### src/rtl/fir_pkg.sv
// Shared definitions for the FIR coefficient sequencer slice.
// Holds the filter geometry, the coefficient code constants and the
// sequencer state type. Coefficient codes: 0 = -1, 1 = 0, 2/3 = +1.
package fir_pkg;

  localparam int NUM_TAPS      = 10;
  localparam int CODE_W        = 2;
  localparam int IDX_W         = 4;
  localparam int VEC_W         = NUM_TAPS * CODE_W;
  // 9 delay registers, the output register and the gain-write edge.
  localparam int WARMUP_CYCLES = NUM_TAPS + 1;
  localparam int WARM_W        = $clog2(WARMUP_CYCLES + 1);

  localparam logic [CODE_W-1:0] COEF_NEG  = 2'd0;
  localparam logic [CODE_W-1:0] COEF_ZERO = 2'd1;
  localparam logic [CODE_W-1:0] COEF_POS  = 2'd2;

  typedef enum logic [1:0] {
    IDLE,
    LOAD,
    WARMUP,
    RUN
  } seq_state_t;

endpackage

### src/rtl/fir_coef_sequencer_if.sv
// Bundle between host/config logic, the coefficient sequencer and the
// FIR coefficient write port.
//   Host side   : load_req, coef_vector -> sequencer; load_ack, busy, done,
//                 out_valid, coef_shadow <- sequencer.
//   Filter side : coef_write_enable, coef_number, coef_value <- sequencer.
// master = host / observer side, slave = the sequencer itself.
interface fir_coef_sequencer_if;

  logic                              load_req;
  logic [fir_pkg::VEC_W-1:0]         coef_vector;
  logic                              load_ack;
  logic                              busy;
  logic                              done;
  logic                              out_valid;
  logic                              coef_write_enable;
  logic [fir_pkg::IDX_W-1:0]         coef_number;
  logic [fir_pkg::CODE_W-1:0]        coef_value;
  logic [fir_pkg::VEC_W-1:0]         coef_shadow;

  modport master (
    output load_req, coef_vector,
    input  load_ack, busy, done, out_valid,
           coef_write_enable, coef_number, coef_value, coef_shadow
  );

  modport slave (
    input  load_req, coef_vector,
    output load_ack, busy, done, out_valid,
           coef_write_enable, coef_number, coef_value, coef_shadow
  );

endinterface

### src/rtl/fir_coef_mux.sv
// Pure tap selector: picks the code of tap idx out of a packed coefficient
// vector (tap i at bits [i*CODE_W +: CODE_W]). Codes pass through unchanged.
//   vec  in  VEC_W   packed coefficient codes
//   idx  in  IDX_W   tap index (only 0..NUM_TAPS-1 are meaningful)
//   code out CODE_W  selected code, 0 for out-of-range indices
module fir_coef_mux
  import fir_pkg::*;
(
  input  logic [VEC_W-1:0]  vec,
  input  logic [IDX_W-1:0]  idx,
  output logic [CODE_W-1:0] code
);

  always_comb begin
    code = '0;
    for (int i = 0; i < NUM_TAPS; i++) begin
      if (idx == IDX_W'(i)) code = vec[i*CODE_W +: CODE_W];
    end
  end

endmodule

### src/rtl/fir_coef_sequencer.sv
// Programs the FIR coefficient bank through its serial write port.
// A request latches one packed vector, which is streamed tap 0..NUM_TAPS-1,
// one tap per clock. The sequencer then times the filter refill and raises
// out_valid once output_data reflects a full window of new coefficients.
//   clk, rst : clock, synchronous active-high reset
//   bus      : slave side of fir_coef_sequencer_if (host request/status and
//              the filter coefficient write port)
// Every output is a flop or a decode of flopped state.
module fir_coef_sequencer
  import fir_pkg::*;
(
  input  logic                 clk,
  input  logic                 rst,
  fir_coef_sequencer_if.slave  bus
);

  seq_state_t         state_q, state_d;
  logic [IDX_W-1:0]   idx_q, idx_d;
  logic [WARM_W-1:0]  warm_cnt_q, warm_cnt_d;
  logic [VEC_W-1:0]   vec_q, vec_d;
  logic [VEC_W-1:0]   shadow_q, shadow_d;
  logic               ack_q, ack_d;
  logic               accept;
  logic [CODE_W-1:0]  mux_code;

  fir_coef_mux u_mux (
    .vec  (vec_q),
    .idx  (idx_q),
    .code (mux_code)
  );

  // Requests are honoured everywhere except during an active write burst;
  // a request arriving in LOAD is dropped and must be retried.
  assign accept = bus.load_req && (state_q != LOAD);

  always_comb begin
    state_d    = state_q;
    idx_d      = idx_q;
    warm_cnt_d = warm_cnt_q;
    vec_d      = vec_q;
    shadow_d   = shadow_q;
    ack_d      = 1'b0;

    case (state_q)
      LOAD: begin
        if (idx_q == IDX_W'(NUM_TAPS - 1)) begin
          // Last tap written: commit the set to the readback copy.
          state_d    = WARMUP;
          idx_d      = '0;
          warm_cnt_d = '0;
          shadow_d   = vec_q;
        end else begin
          idx_d = idx_q + IDX_W'(1);
        end
      end
      WARMUP: begin
        if (warm_cnt_q == WARM_W'(WARMUP_CYCLES - 1)) begin
          state_d    = RUN;
          warm_cnt_d = '0;
        end else begin
          warm_cnt_d = warm_cnt_q + WARM_W'(1);
        end
      end
      default: ;
    endcase

    // A new request restarts from tap 0 and abandons any refill in progress.
    if (accept) begin
      state_d    = LOAD;
      idx_d      = '0;
      warm_cnt_d = '0;
      vec_d      = bus.coef_vector;
      ack_d      = 1'b1;
    end
  end

  always_ff @(posedge clk) begin
    if (rst) begin
      state_q    <= IDLE;
      idx_q      <= '0;
      warm_cnt_q <= '0;
      shadow_q   <= '0;
      ack_q      <= 1'b0;
    end else begin
      state_q    <= state_d;
      idx_q      <= idx_d;
      warm_cnt_q <= warm_cnt_d;
      shadow_q   <= shadow_d;
      ack_q      <= ack_d;
    end
    // Latched vector is pure data; it is only consumed while in LOAD.
    vec_q <= vec_d;
  end

  assign bus.load_ack          = ack_q;
  assign bus.busy              = (state_q == LOAD) || (state_q == WARMUP);
  assign bus.done              = (state_q == WARMUP) && (warm_cnt_q == '0);
  assign bus.out_valid         = (state_q == RUN);
  assign bus.coef_write_enable = (state_q == LOAD);
  assign bus.coef_number       = (state_q == LOAD) ? idx_q : '0;
  assign bus.coef_value        = (state_q == LOAD) ? mux_code : '0;
  assign bus.coef_shadow       = shadow_q;

endmodule

### src/flat_wrapper.sv
// flat-port wrapper written by rule: the top's interface ports become plain ports
module fir_coef_sequencer_flat import fir_pkg::*;
  (clk, rst, bus_load_req, bus_coef_vector, bus_load_ack, bus_busy, bus_done, bus_out_valid, bus_coef_write_enable, bus_coef_number, bus_coef_value, bus_coef_shadow);
  fir_coef_sequencer_if bus_i ();
  input  logic clk;
  input  logic rst;
  input wire logic [$bits(bus_i.load_req)-1:0] bus_load_req;
  input wire logic [$bits(bus_i.coef_vector)-1:0] bus_coef_vector;
  output wire logic [$bits(bus_i.load_ack)-1:0] bus_load_ack;
  output wire logic [$bits(bus_i.busy)-1:0] bus_busy;
  output wire logic [$bits(bus_i.done)-1:0] bus_done;
  output wire logic [$bits(bus_i.out_valid)-1:0] bus_out_valid;
  output wire logic [$bits(bus_i.coef_write_enable)-1:0] bus_coef_write_enable;
  output wire logic [$bits(bus_i.coef_number)-1:0] bus_coef_number;
  output wire logic [$bits(bus_i.coef_value)-1:0] bus_coef_value;
  output wire logic [$bits(bus_i.coef_shadow)-1:0] bus_coef_shadow;
  assign bus_i.load_req = bus_load_req;
  assign bus_i.coef_vector = bus_coef_vector;
  assign bus_load_ack = bus_i.load_ack;
  assign bus_busy = bus_i.busy;
  assign bus_done = bus_i.done;
  assign bus_out_valid = bus_i.out_valid;
  assign bus_coef_write_enable = bus_i.coef_write_enable;
  assign bus_coef_number = bus_i.coef_number;
  assign bus_coef_value = bus_i.coef_value;
  assign bus_coef_shadow = bus_i.coef_shadow;
  fir_coef_sequencer u_core (.clk(clk), .rst(rst), .bus(bus_i));
endmodule
### config.mk
export PLATFORM = sky130hd
export DESIGN_NAME = fir_coef_sequencer_flat
export DESIGN_NICKNAME = d
export VERILOG_FILES = /design/src/rtl/fir_pkg.sv /design/src/rtl/fir_coef_sequencer_if.sv /design/src/rtl/fir_coef_mux.sv /design/src/rtl/fir_coef_sequencer.sv /design/src/flat_wrapper.sv
export SDC_FILE = /design/constraint.sdc
export NUM_CORES = 1
export LEC_CHECK = 0
export BUFFER_PORTS_ARGS = -buffer_cell sky130_fd_sc_hd__buf_2
export CAP_MARGIN = 10
export CORE_MARGIN = 2
export CORE_UTILIZATION = 47
export DETAILED_ROUTE_END_ITERATION = 8
export GPL_TIMING_DRIVEN = 0
export PLACE_DENSITY_LB_ADDON = 0.1
export SLEW_MARGIN = 5
export SYNTH_ARGS = -nofsm -noshare
export SYNTH_HDL_FRONTEND = slang
export SYNTH_SLANG_ARGS = --single-unit
### constraint.sdc
create_clock -name clk -period 1.7 [get_ports clk]
set_input_delay 0.255 -clock clk [delete_from_list [all_inputs] [get_ports clk]]
set_output_delay 0.255 -clock clk [all_outputs]
set_load 0.05 [all_outputs]
* Yosys cells after proc, flatten, opt, wreduce, memory -nomap -nowiden
Index checks and enable logic that the tools add are counted.
** Storage, ports and cells
- Register bits :: 51
- Bits in latches :: 0
- RAM bits :: 0
- ROM bits :: 0
- Output and inout bits :: 31
- Word-level logic and storage cells :: 60
- Memories :: 0
** Cells by class
- $add $sub $neg :: 2
- $mul :: 0
- Divide/modulo/power cells :: 0
- Magnitude comparators :: 0
- Equal/unequal tests :: 18
- Shift-type cells :: 0
- Mux-type cells :: 21
- Bitwise operators :: 0
- Reductions and logical operators :: 12
** Operators by type and width (count)
- 2-to-1 mux 2 bit :: 13
- equality test 4 x 3 -> 1 bit (second input constant) :: 4
- 2-to-1 mux 4 bit :: 4
- equality test 4 bit (second input constant) :: 3
- adder 4 x 1 -> 4 bit (second input constant) :: 2
- equality test 4 x 2 -> 1 bit (second input constant) :: 2
- zero test 4 bit :: 2
- one-hot mux 4 bit (2 select lines) :: 1
- != test 2 x 1 -> 1 bit (second input constant) :: 3
- != test 3 x 1 -> 1 bit (second input constant) :: 2
- AND reduction 3 bit :: 2
- equality test 2 bit (second input constant) :: 2
- equality test 4 x 1 -> 1 bit (second input constant) :: 1
- one-hot mux 2 bit (2 select lines) :: 1
- AND reduction 2 bit :: 2
- nonzero test 3 bit :: 1
- equality test 2 x 1 -> 1 bit (second input constant) :: 1
- logical AND 1 bit :: 2
- 2-to-1 mux 1 bit :: 2
- nonzero test 2 bit :: 1
- OR reduction 2 bit :: 1
- logical OR 1 bit :: 1

* Longest topological paths before layout
- Depth in word-level cells :: 12
- Mapped depth :: 7
- Gate-level depth less buffers :: 6

* By module
A second synthesis with hierarchy kept.
** Unflattened totals
- Cells, all modules :: 222
- Area, all modules :: 2193.4 sq um
** By module, submodules not included
- fir_coef_sequencer :: instances 1, cells an instance 190, area an instance 1960.6 sq um, seq. area each 1221.2 sq um
- fir_coef_mux :: instances 1, cells an instance 32, area an instance 232.7 sq um, seq. area each 0.0 sq um

* Worst setup path before layout
No wires, ideal clock.
- Path type :: reg2out
- Start :: register u_core.state_q[0]
- End :: output bus_coef_value[0]
- Arrival time :: 2.799 ns
- Data required time :: 1.445 ns
- Slack :: -1.354 ns
- Stages on the path, launching flop included :: 6
- Path buffers :: 0
- Path through :: dfxtp_1 > ha_1 > nand2_1 > and2b_1 > a22oi_1 > a221oi_1
** On the way
- Word-level cells in the longest chain between the ends :: 2
** Ends and longest elaborated chain
- start: declaration :: line fir_coef_sequencer.sv:17 : seq_state_t state_q, state_d;
- start signal: assignment :: line fir_coef_sequencer.sv:85 : state_q <= state_d;
- equality test 2 x 1 -> 1 bit
- via bus_coef_write_enable :: line flat_wrapper.sv:13 : output wire logic [$bits(bus_i.coef_write_enable)-1:0] bus_coef_write_enable;
- 2-to-1 mux 2 bit :: line fir_coef_sequencer.sv:101 : assign bus.coef_value = (state_q == LOAD) ? mux_code : '0;
- end: declaration :: line flat_wrapper.sv:15 : output wire logic [$bits(bus_i.coef_value)-1:0] bus_coef_value;
The timed path passes the listed nets, and every way through them passes these cells.

* Worst setup path in the final report
- Start :: register u_core.state_q[1]
- End :: output bus_coef_value[1]
** On the way
- Word-level cells in the longest chain between the ends :: 2
** Ends and longest elaborated chain (line)
- equality test 2 x 1 -> 1 bit :: fir_coef_sequencer.sv:101
- 2-to-1 mux 2 bit :: fir_coef_sequencer.sv:101
No other way between the ends.

==> results.py <==
metrics = {
    "outcome": {
        "outcome": "complete, but fails checks",
        "violations": "setup timing",
    },
    "timing": {
        "max_freq_ghz": 0.501,
        "relSlewSlack_pct": 68.7,
        "skew_ps": 5.60,
        "setup_slack_ps": -294,
        "rsz0062_at_grt": "yes",
        "period_share_pct": 117,
        "worst_slew_pin_slew_ps": 470,
        "hold_violations": 0,
        "setup_viol": 2,
        "period_minus_slack_ps": 1990,
        "finalMaxSlewViolations": 0,
    },
    "clocking": {
        "cts.reportedPaths.clkPinSlew_ps": 90,
        "cts_tree": "built",
        "htree_num_levels": 2,
        "cts_buffers": 5,
        "cts.sinks": 51,
        "clkLatencyLatePin_ps": 300,
        "ctsLongestPathBuffers": 2,
        "clockRootBuffer": "clkbuf_8",
    },
    "worst_setup_path": {
        "path_buf_inv": 2,
        "critPathMaxFanout": 6,
        "worstSetupEndpointType": "output port",
        "crit_arrival_ps": 1740,
        "critPathMaxStageDelay_ps": 340,
        "r2r_slack_ps": 70,
        "cpMaxStageDelayCell": "dfxtp_2",
        "crit_path_start_kind": "register",
        "crit_type": "reg2out",
        "cp_cell_sequence": "inv_2 -> ha_4 -> nand2_4 -> and2b_2 -> a211oi_2 -> a221oi_4 -> buf_6",
        "cp_top_family": "compound AO/OA/AOI/OAI gates",
        "required_ps": 1440,
    },
    "routing": {
        "dr.pass1.iters": 4,
        "ant_nets": 0,
        "post_drt_wl_per_cell_um": 13.5,
        "drcViolationCount": 0,
        "viasPerCell": 5.03,
        "vias": 1719,
        "drtIter0Drc": 67,
        "postRouteWirelength_um": 4630,
    },
    "yosys": {
        "synthFlopType": "dfxtp_1",
        "ys_ff_latch": 51,
        "syn-cell-area_um2": 2160,
        "synth_top_area_share_pct": 28.8,
        "synth_area_leaders": "dfxtp_1, edfxtp_1, nand2_1",
        "yosysWarnings": 0,
        "yosysMostFrequentCell": "nand2_1",
        "synth_largest_area_cell": "dfxtp_1",
        "synth_edf_count": 20,
        "synth.distinct_cells": 36,
        "syn-num-nets": 243,
        "postSynthAreaPerCell_um2": 10.1,
        "yosysSeqAreaShare_pct": 56.6,
        "synthArstFlopShare_pct": 0,
        "ys_top_cells_by_count": "nand2_1, dfxtp_1, a21oi_1",
        "synth_cells": 214,
    },
    "finish": {
        "fillers": 358,
        "fin_util_pct": 67.7,
        "multi_input_area_um2": 1000,
        "regArea_um2": 1230,
        "fin_cells": 342,
        "area_delta_synth_final_pct": 37.6,
        "antenna_cells": 0,
        "layout-drive-gt1-share_pct": 39.7,
        "nNetsFinal": 318,
    },
    "power_and_ir_drop": {
        "p_comb_share_pct": 17.0,
        "p_sw_share_pct": 26.1,
        "peakVddDrop_mv": 0.624,
        "power.internal_mw": 1.95,
        "leakagePower_nw": 1.19,
        "p_per_area_nw_per_um2": 892,
        "pwr-share-seq_pct": 51.7,
        "p_sw_mw": 0.692,
        "p_clk_share_pct": 31.3,
    },
    "floorplanning": {
        "rows": 24,
        "dieWidth_um": 71.7,
        "initial_core_util_pct": 49.2,
        "io_pins": 54,
        "design.core.area_um2": 4380,
        "die_area_um2": 5150,
        "die_y_um": 71.7,
    },
    "placement": {
        "dp_cells": 319,
        "place.gp.congestion": 0.786,
        "portBuffers": 53,
        "dp_hpwl_um": 3090,
    },
    "global_route": {
        "track_usage_pct": 18.7,
        "grt_pass1_vias": 1582,
        "grt_max_degree": 17,
        "antenna_found_initial": 0,
        "grt_pass1_wl_um": 7480,
        "grt_overflow": 0,
    },
    "run": {
        "drv_cap": 0,
    },
    "worst_hold_path": {
        "hp-class": "in2reg",
    },
}
## cell type report
| type | count | share of cell area (%) |
|---|---|---|
| Timing Repair inverter | 1 | 0.253 |
| Multi-Input combinational cell | 142 | 33.7 |
| Clock buffer | 5 | 2.32 |
| Inverter | 10 | 1.52 |
| Buffer | 11 | 3.37 |
| Sequential cell | 51 | 41.6 |
| Tap cell | 52 | 2.19 |
| Timing Repair Buffer | 67 | 13.7 |
| Clock inverter | 3 | 1.43 |
## layout by cell type (no fill, tap or decap), drive strengths merged, types with 6 or more instances in the layout
cell type  count
clkbuf        11
nor3           6
nor2           9
nand2         43
inv            9
dfxtp         31
mux2i          8
buf           72
ha             6
o21ai          6
edfxtp        20
a21oi         26
## power groups by stage
| stage | clock (mW) | combinational (mW) | sequential, mW |
|---|---|---|---|
| floorplan | 0 | 0.253 | 1.39 |
| global placement | 0 | 0.337 | 1.40 |
| detailed placement | 0 | 0.340 | 1.40 |
| CTS | 0.859 | 0.393 | 1.37 |
| global route | 0.907 | 0.482 | 1.38 |
| finish | 0.829 | 0.449 | 1.37 |
## sequential cells by signal (all words and copies together), names as in the netlist
name / flops
u_core.vec_q: 20
u_core.state_q: 2
u_core.bus.load_ack: 1
u_core.warm_cnt_q: 4
u_core.bus.coef_shadow: 20
u_core.idx_q: 4
## layer usage
metal | share of wire [%] | vias up | global-route usage (%)
met5 | 0 | - | 0
met4 | 0.15 | 0 | 4.40
met3 | 4.8 | 2 | 4.50
met2 | 50 | 49 | 30.8
met1 | 45 | 783 | 25.0
li1 | - | 885 | -
## worst register-to-register path, stage by stage (launching register included)
cell and delay [ps]:
dfxtp_2 350, inv_2 40, ha_4 170, buf_4 130
buf_4 150, nor2b_1 200, a31oi_4 80, or3_1 330
a21oi_1 130
## per-stage QoR
stage	hold WS, ps	total power [mW]	TNS, ps	cell area, um^2	worst slack [ps]
CTS	110	2.62	-658	2860	-334
detailed placement	433	1.74	-4800	2560	-336
finish	122	2.65	-587	2970	-294
global placement	431	1.73	-3650	2560	-338
floorplan	324	1.65	-486	2230	-257
global route	98.7	2.76	-765	2970	-375
## cell families after synthesis
family                   after synthesis  synth area share, %
buffers and inverters                 21                 4.29
adder cells (fa/ha/maj)                6                 3.48
AO/OA/AOI/OAI                         42                 11.7
flip-flops                            51                 56.6
AND/OR/NAND/NOR                       82                 18.6
XOR/XNOR                               4                 1.62
multiplexers                           8                 3.71
## what timing repair did
action,4_1_cts,5_1_grt
resized for setup,40,17
gates cloned,1,0
endpoints found under the setup margin,47,14
pin swaps,8,8
hold buffers,0,0
buffers inserted,7,7
## path summary, 6_finish.rpt
path | start | depth (start not counted) | end
hold reg to reg | u_core.bus.coef_shadow[8] | 2 | u_core.bus.coef_shadow[8]
hold / removal | bus_coef_vector[4] | 1 | u_core.vec_q[4]
setup / recovery | u_core.state_q[1] | 7 | bus_coef_value[1]
setup reg to reg | u_core.state_q[1] | 8 | u_core.warm_cnt_q[2]
No activity file was read; power rests on OpenSTA's default activity.
